### src/rtl/codec_config_sequencer_pkg.sv
// Shared types and constants for the codec configuration sequencer:
// FSM state encoding, WM8731 register addresses and the default
// 16-entry {reg_addr, reg_data} command table.
package codec_cfg_pkg;

    typedef enum logic [2:0] {
        ST_IDLE    = 3'd0,
        ST_SEND    = 3'd1,
        ST_WAIT_LO = 3'd2,
        ST_WAIT_HI = 3'd3,
        ST_CHECK   = 3'd4,
        ST_DONE    = 3'd5,
        ST_ERR     = 3'd6
    } seq_state_e;

    // One table entry as it is placed in the low 16 bits of the I2C frame.
    typedef struct packed {
        logic [6:0] addr;
        logic [8:0] data;
    } cmd_word_t;

    // WM8731 register addresses
    localparam logic [6:0] REG_LVOL   = 7'h02;
    localparam logic [6:0] REG_RVOL   = 7'h03;
    localparam logic [6:0] REG_APATH  = 7'h04;
    localparam logic [6:0] REG_DPATH  = 7'h05;
    localparam logic [6:0] REG_PWR    = 7'h06;
    localparam logic [6:0] REG_IFACE  = 7'h07;
    localparam logic [6:0] REG_SAMPLE = 7'h08;
    localparam logic [6:0] REG_ACTIVE = 7'h09;
    localparam logic [6:0] REG_RESET  = 7'h0F;

    localparam int TABLE_DEPTH = 16;

    // Builds a table entry from register address and 9-bit payload.
    function automatic cmd_word_t make_cmd(input logic [6:0] addr, input logic [8:0] data);
        cmd_word_t w;
        w.addr = addr;
        w.data = data;
        return w;
    endfunction

    // Default power-up sequence. Entries 3 and 4 hold a nominal volume
    // value; the sequencer substitutes the live headphone volume for them.
    localparam cmd_word_t CMD_TABLE [TABLE_DEPTH] = '{
        {REG_RESET,  9'h000},
        {REG_PWR,    9'h000},
        {REG_SAMPLE, 9'h000},
        {REG_LVOL,   9'h079},
        {REG_RVOL,   9'h079},
        {REG_IFACE,  9'h042},
        {REG_APATH,  9'h012},
        {REG_DPATH,  9'h000},
        {REG_ACTIVE, 9'h001},
        16'h0000, 16'h0000, 16'h0000, 16'h0000,
        16'h0000, 16'h0000, 16'h0000
    };

endpackage

### src/rtl/codec_cmd_rom.sv
// Combinational command-table lookup: index -> {reg_addr, reg_data}.
// Indices at or beyond NUM_CMDS return an all-zero word.
module codec_cmd_rom
    import codec_cfg_pkg::*;
#(
    parameter int NUM_CMDS = 9
) (
    input  logic [3:0] index_i,
    output cmd_word_t  word_o
);

    // Table read with out-of-range entries forced to zero
    always_comb begin
        word_o = 16'h0000;
        if (int'(index_i) < NUM_CMDS) begin
            word_o = CMD_TABLE[index_i];
        end else begin
            word_o = 16'h0000;
        end
    end

endmodule

### src/rtl/codec_config_sequencer.sv
// Codec configuration sequencer: walks the command table and drives a
// three-byte I2C controller over GO/END/ACK, retrying NACKed writes.
// Optional build macro VOLUME_TRACK_EN: while in DONE, a change of the
// volume input re-writes only the left/right volume registers.
module codec_config_sequencer
    import codec_cfg_pkg::*;
#(
    parameter int         NUM_CMDS  = 9,
    parameter logic [6:0] DEV_ADDR  = 7'h1A,
    parameter int         LVOL_IDX  = 3,
    parameter int         RVOL_IDX  = 4,
    parameter int         MAX_RETRY = 3
) (
    input  logic        clk_i2c,
    input  logic        reset,
    input  logic        start,
    input  logic [6:0]  volume,
    output logic [23:0] i2c_data,
    output logic        i2c_go,
    input  logic        i2c_end,
    input  logic [2:0]  i2c_ack,
    output logic        busy,
    output logic        done,
    output logic        error,
    output logic [3:0]  cmd_index,
    output logic [2:0]  retry_cnt
);

    localparam logic [3:0] LAST_IDX  = 4'(NUM_CMDS - 1);
    localparam logic [3:0] LVOL_IDX4 = 4'(LVOL_IDX);
    localparam logic [3:0] RVOL_IDX4 = 4'(RVOL_IDX);
    localparam logic [2:0] MAX_RTY3  = 3'(MAX_RETRY);

    seq_state_e  state_q, state_d;
    logic [3:0]  cmd_index_q, cmd_index_d;
    logic [2:0]  retry_q, retry_d;
    logic [2:0]  ack_q, ack_d;
    logic [6:0]  vol_q, vol_d;
    logic        track_q, track_d;
    logic        go_q, go_d;
    logic [23:0] data_q, data_d;
    logic        busy_q, busy_d;
    logic        done_q, done_d;
    logic        error_q, error_d;

    cmd_word_t   rom_word_s;
    logic [8:0]  payload_s;

    codec_cmd_rom #(
        .NUM_CMDS (NUM_CMDS)
    ) u_rom (
        .index_i (cmd_index_q),
        .word_o  (rom_word_s)
    );

    // Volume entries carry the latched volume code instead of table data
    always_comb begin
        payload_s = rom_word_s.data;
        if ((cmd_index_q == LVOL_IDX4) || (cmd_index_q == RVOL_IDX4)) begin
            payload_s = {2'b11, vol_q};
        end else begin
            payload_s = rom_word_s.data;
        end
    end

    // State and datapath registers; reset drops GO immediately
    always_ff @(posedge clk_i2c or posedge reset) begin
        if (reset) begin
            state_q     <= ST_IDLE;
            cmd_index_q <= 4'd0;
            retry_q     <= 3'd0;
            ack_q       <= 3'd0;
            vol_q       <= 7'd0;
            track_q     <= 1'b0;
            go_q        <= 1'b0;
            data_q      <= 24'd0;
            busy_q      <= 1'b0;
            done_q      <= 1'b0;
            error_q     <= 1'b0;
        end else begin
            state_q     <= state_d;
            cmd_index_q <= cmd_index_d;
            retry_q     <= retry_d;
            ack_q       <= ack_d;
            vol_q       <= vol_d;
            track_q     <= track_d;
            go_q        <= go_d;
            data_q      <= data_d;
            busy_q      <= busy_d;
            done_q      <= done_d;
            error_q     <= error_d;
        end
    end

    // Next-state, command index, retry and volume bookkeeping
    always_comb begin
        state_d     = state_q;
        cmd_index_d = cmd_index_q;
        retry_d     = retry_q;
        ack_d       = ack_q;
        vol_d       = vol_q;
        track_d     = track_q;
        case (state_q)
            ST_IDLE: begin
                state_d     = ST_SEND;
                cmd_index_d = 4'd0;
                retry_d     = 3'd0;
                track_d     = 1'b0;
                vol_d       = volume;
            end
            ST_SEND: begin
                state_d = ST_WAIT_LO;
            end
            ST_WAIT_LO: begin
                // END still high here belongs to the previous transfer
                if (!i2c_end) begin
                    state_d = ST_WAIT_HI;
                end else begin
                    state_d = ST_WAIT_LO;
                end
            end
            ST_WAIT_HI: begin
                if (i2c_end) begin
                    state_d = ST_CHECK;
                    ack_d   = i2c_ack;
                end else begin
                    state_d = ST_WAIT_HI;
                end
            end
            ST_CHECK: begin
                if (ack_q == 3'b000) begin
                    retry_d = 3'd0;
                    if (track_q) begin
                        // Volume-only update: left then right, then idle again
                        if (cmd_index_q == LVOL_IDX4) begin
                            cmd_index_d = RVOL_IDX4;
                            state_d     = ST_SEND;
                        end else begin
                            track_d = 1'b0;
                            state_d = ST_DONE;
                        end
                    end else if (cmd_index_q == LAST_IDX) begin
                        state_d = ST_DONE;
                    end else begin
                        cmd_index_d = cmd_index_q + 4'd1;
                        state_d     = ST_SEND;
                    end
                end else if (retry_q < MAX_RTY3) begin
                    retry_d = retry_q + 3'd1;
                    state_d = ST_SEND;
                end else begin
                    track_d = 1'b0;
                    state_d = ST_ERR;
                end
            end
            ST_DONE: begin
                if (start) begin
                    state_d     = ST_SEND;
                    cmd_index_d = 4'd0;
                    retry_d     = 3'd0;
                    track_d     = 1'b0;
                    vol_d       = volume;
`ifdef VOLUME_TRACK_EN
                end else if (volume != vol_q) begin
                    state_d     = ST_SEND;
                    cmd_index_d = LVOL_IDX4;
                    retry_d     = 3'd0;
                    track_d     = 1'b1;
                    vol_d       = volume;
`endif
                end else begin
                    state_d = ST_DONE;
                end
            end
            ST_ERR: begin
                if (start) begin
                    state_d     = ST_SEND;
                    cmd_index_d = 4'd0;
                    retry_d     = 3'd0;
                    track_d     = 1'b0;
                    vol_d       = volume;
                end else begin
                    state_d = ST_ERR;
                end
            end
            default: begin
                state_d = ST_IDLE;
            end
        endcase
    end

    // Output next values: frame and GO on SEND, GO release on END, status flags
    always_comb begin
        go_d   = go_q;
        data_d = data_q;
        case (state_q)
            ST_SEND: begin
                data_d = {DEV_ADDR, 1'b0, rom_word_s.addr, payload_s};
                go_d   = 1'b1;
            end
            ST_WAIT_HI: begin
                if (i2c_end) begin
                    go_d = 1'b0;
                end else begin
                    go_d = 1'b1;
                end
            end
            default: begin
                go_d   = go_q;
                data_d = data_q;
            end
        endcase
        busy_d  = !((state_d == ST_DONE) || (state_d == ST_ERR));
        done_d  = (state_d == ST_DONE);
        error_d = (state_d == ST_ERR);
    end

    assign i2c_go    = go_q;
    assign i2c_data  = data_q;
    assign busy      = busy_q;
    assign done      = done_q;
    assign error     = error_q;
    assign cmd_index = cmd_index_q;
    assign retry_cnt = retry_q;

endmodule

### config.mk
export PLATFORM = sky130hd
export DESIGN_NAME = codec_config_sequencer
export DESIGN_NICKNAME = d
export VERILOG_FILES = /design/src/rtl/codec_config_sequencer_pkg.sv /design/src/rtl/codec_cmd_rom.sv /design/src/rtl/codec_config_sequencer.sv
export SDC_FILE = /design/constraint.sdc
export NUM_CORES = 1
export LEC_CHECK = 0
export ABC_AREA = 1
export BUFFER_PORTS_ARGS = -buffer_cell sky130_fd_sc_hd__buf_4
export CORE_MARGIN = 5
export CORE_UTILIZATION = 35
export DETAILED_ROUTE_END_ITERATION = 12
export PLACE_DENSITY = 0.62
export SYNTH_ARGS = -nofsm -noshare
export SYNTH_HDL_FRONTEND = slang
export SYNTH_SLANG_ARGS = --single-unit
### constraint.sdc
create_clock -name clk_i2c -period 2.9 [get_ports clk_i2c]
set_input_delay 0.58 -clock clk_i2c [delete_from_list [all_inputs] [get_ports clk_i2c]]
set_output_delay 0.58 -clock clk_i2c [all_outputs]
set_load 0.005 [all_outputs]
==> impl_table.tex <==
\begin{tabular}{lr}
\hline
Metric & Value \\
\hline
\multicolumn{2}{l}{\textbf{Global routing}} \\
\quad Global-route wire length before repair & 6.96 mm \\
\quad Total GRT Usage & 11.8\% \\
\quad Pin count of the biggest net entering global routing & 39 \\
\quad Number of antenna violations at the first check in global routing & 0 \\
\quad Via count of the first global-routing pass & 1,551 \\
\quad GR Overflow Total & 0 \\
\multicolumn{2}{l}{\textbf{Layout}} \\
\quad Filler cell count & 554 \\
\quad Final Util & 43.6\% \\
\quad Final layout net count & 294 \\
\quad Area growth from synthesis to layout & 21.4\% \\
\quad Proportion of layout cells with a drive suffix above 1 & 26.1\% \\
\quad Antenna Cells & 0 \\
\multicolumn{2}{l}{\textbf{Yosys}} \\
\quad Yosys warnings & 0 \\
\quad Post-synthesis cell count & 236 \\
\quad Number of flip-flops and latches in the synthesized netlist & 38 \\
\quad Sequential share of the synthesized area & 48.0\% \\
\quad Number of synthesized flops with an enable pin & 0 \\
\quad Main synth FF type & sky130\_fd\_sc\_hd\_\_dfrtp\_1 \\
\quad Mean area per synthesized cell & 8.39 um\^{}2 \\
\quad Distinct cell type count after synthesis & 32 \\
\quad Fraction of synthesis flops using an asynchronous set or reset pin & 100\% \\
\quad Post-Synthesis Cell Area & 1980 um\^{}2 \\
\multicolumn{2}{l}{\textbf{Routing}} \\
\quad Number of remaining DRC errors & 0 \\
\quad Average detailed-routed wire length per instance & 11.5 um \\
\quad Total length of routed met3 wires & 249 um \\
\quad Post-route met1 wirelength & 1.83 mm \\
\quad Vias after detailed routing & 1,582 \\
\quad Routed vias/inst & 4.55 \\
\quad Routed wire length & 4.01 mm \\
\quad Count of TritonRoute iterations in the first routing pass & 4 \\
\quad Max Used Layer & met4 \\
\quad DRC marker count from the first detailed-route iteration & 60 \\
\quad Number of antenna-violating nets in the routed design & 0 \\
\quad Met2 WL & 1.89 mm \\
\multicolumn{2}{l}{\textbf{Worst setup path}} \\
\quad Crit path capture type & flip-flop \\
\quad Startpoint of the lowest-slack register-to-register path & cmd\_index[1] \\
\quad CP startpoint kind & flip-flop \\
\quad Worst endpoint required time & 3.12 ns \\
\quad Largest stage delay on the critical path & 0.45 ns \\
\quad End of the worst register-to-register path & cmd\_index[2] \\
\quad Flop2flop setup slack & 1.19 ns \\
\quad Highest fanout seen on the critical path & 8 \\
\quad Slowest stage cell on the critical path & sky130\_fd\_sc\_hd\_\_dfrtp\_1 \\
\quad Worst path bufs/invs & 1 \\
\quad Arrival time of data at the critical path endpoint & 1.93 ns \\
\quad Kind of cell adding the most delay to the critical path & flip-flops \\
\quad Sequence of cells on the critical path & inv\_1 -> ha\_1 -> nand2\_1 -> o21ai\_0 -> nand2\_1 -> nand3b\_4 -> nand2\_1 -> o21ai\_1 \\
\quad Kind of critical path & flip-flop to flip-flop \\
\quad Critical path's most frequent cell & sky130\_fd\_sc\_hd\_\_nand2\_1 \\
\quad Cell depth of the worst flop-to-flop path & 8 \\
\multicolumn{2}{l}{\textbf{CTS}} \\
\quad Number of setup buffers added after CTS & 0 \\
\quad CTS tree & yes \\
\quad Total of cells resized after clock tree synthesis & 0 \\
\quad Clk buf depth & 2 \\
\quad Clock-pin slew of the registers on the worst-case setup and hold paths & 0.08 ns \\
\quad Hold\_buf cts & 0 \\
\quad CTS HTree Levels & 2 \\
\quad TritonCTS sink count & 38 \\
\quad Skew-Pair Late Insertion Delay & 0.29 ns \\
\quad CTS Buf Count & 5 \\
\quad Cell at the root of the clock tree & sky130\_fd\_sc\_hd\_\_clkbuf\_8 \\
\multicolumn{2}{l}{\textbf{Die}} \\
\quad Number of top-level pins & 49 \\
\quad Die H & 85.2 um \\
\quad Core outline area & 5510 um\^{}2 \\
\quad Effective utilization at floorplan & 35.9\% \\
\quad Total Die Area & 7260 um\^{}2 \\
\quad Std cell rows & 27 \\
\quad Die width & 85.2 um \\
\multicolumn{2}{l}{\textbf{STA}} \\
\quad Share of the clock period used by the worst path & 59.0\% \\
\quad Final sum of negative setup slack & 0 ns \\
\quad RSZ-0062 raised after global routing & no \\
\quad Highest achievable clock rate & 584 MHz \\
\quad Post-layout minimum cycle time & 1.71 ns \\
\quad Clk\_skew & 0.00537 ns \\
\quad Final Hold Vio Count & 0 \\
\quad Count of pins over their slew limit & 0 \\
\quad Final setup violation count & 0 \\
\multicolumn{2}{l}{\textbf{Placed design}} \\
\quad DPL Wire Length & 3.06 mm \\
\quad Port bufs & 40 \\
\quad Global placement routability congestion & 0.818 \\
\multicolumn{2}{l}{\textbf{Run status}} \\
\quad Run status & complete, no violations \\
\multicolumn{2}{l}{\textbf{Worst hold path}} \\
\quad Path class of the lowest-slack min-delay path & input port to async pin \\
\multicolumn{2}{l}{\textbf{Pwr}} \\
\quad Leakage dissipation & 1.23 nW \\
\quad Worst IR drop on VDD & 0.000398 V \\
\quad Total power divided by cell area & 800 nW/um\^{}2 \\
\multicolumn{2}{l}{\textbf{Flow run}} \\
\quad Total of max-cap violations & 0 \\
\hline
\end{tabular}
## worst min-delay path, stage by stage
cell	delay (ns)
sky130_fd_sc_hd__buf_4	0.11
sky130_fd_sc_hd__inv_1	0.04
sky130_fd_sc_hd__buf_4	0.41
## flip-flops by register name, summed over array words and instances (netlist names)
register,cells
ack_q,3
busy,1
cmd_index,4
done,1
error,1
i2c_data,13
i2c_go,1
retry_cnt,3
state_q,3
track_q,1
vol_q,7
## area by class of cell
class / instances / area (um^2) / share of cell area, %
timing repair buffer: 41 / 308 / 12.8
clock buffer: 5 / 68.8 / 2.86
multi-input combinational: 162 / 840 / 34.9
inverter: 27 / 101 / 4.22
clock inverter: 3 / 45.0 / 1.87
tap: 72 / 90.1 / 3.75
sequential: 38 / 951 / 39.6
## worst max-delay path by stage
stage | from | end | slack [ns] | cells after the start
after floorplan | reset | ack_q[0] | 1.46 | 1
after global placement | cmd_index[1] | cmd_index[3] | 1.34 | 8
after detailed placement | cmd_index[1] | cmd_index[2] | 1.24 | 8
after CTS | cmd_index[1] | cmd_index[2] | 1.22 | 8
after global routing | cmd_index[1] | cmd_index[2] | 1.05 | 8
final | cmd_index[1] | cmd_index[2] | 1.19 | 8
## cells in the final DEF (no fill, tap or decap), drive strengths merged, types with 3 or more instances in the layout
master and n:
conb 8, nand2 69, a21oi 4, nor2 17, o211ai 3, ha 5
dfrtp 38, o21ai 23, buf 41, inv 26, clkbuf 5, nand3 20
## Yosys cell counts (all sizes together), types with 2 or more instances
cell    count  area [um^2]
a21oi       4         31.3
buf        16          114
dfrtp      38          951
ha          5         62.6
inv        26         97.6
nand2      69          272
nand3      20          105
nor2       17         71.3
nor3        2         21.3
o211ai      3         22.5
o21ai      23          130
or2         2         12.5
xor2        2         17.5
## cell families (layout without fill, tap and decap cells)
kind of cell / Yosys count / in the layout / synth area share (%)
AND/OR/NAND/NOR: 113 / 113 / 26.0
adder cells (fa/ha/maj): 5 / 5 / 3.16
XOR/XNOR: 2 / 2 / 0.885
other: 1 / 8 / 0.189
flip-flops: 38 / 38 / 48.0
buffers and inverters: 43 / 76 / 10.9
AO/OA/AOI/OAI: 34 / 34 / 10.9
## through the flow
step	power [mW]	hold slack, ns	setup slack, ns	area (um^2)	instances
after floorplan	1.31	0.443	1.46	2010	243
after global placement	1.48	0.461	1.34	2290	340
after detailed placement	1.49	0.461	1.24	2290	340
after CTS	1.95	0.422	1.22	2400	348
after global routing	2.08	0.463	1.05	2400	348
final	1.92	0.403	1.19	2400	348
## power by group
group	internal (mW)	leakage, nW	switching, mW
clock	0.256	0.0504	0.193
combinational	0.278	0.696	0.415
sequential	0.675	0.485	0.106
total	1.21	1.23	0.714
## per-layer routing
| layer | vias to the layer above | track usage (%) |
|---|---|---|
| met1 | 732 | 14.7 |
| li1 | 810 | - |
| met2 | 35 | 19.5 |
| met4 | 0 | 4.32 |
| met5 | - | 0 |
| met3 | 5 | 3.01 |
Power figures use the tool's default switching activity.
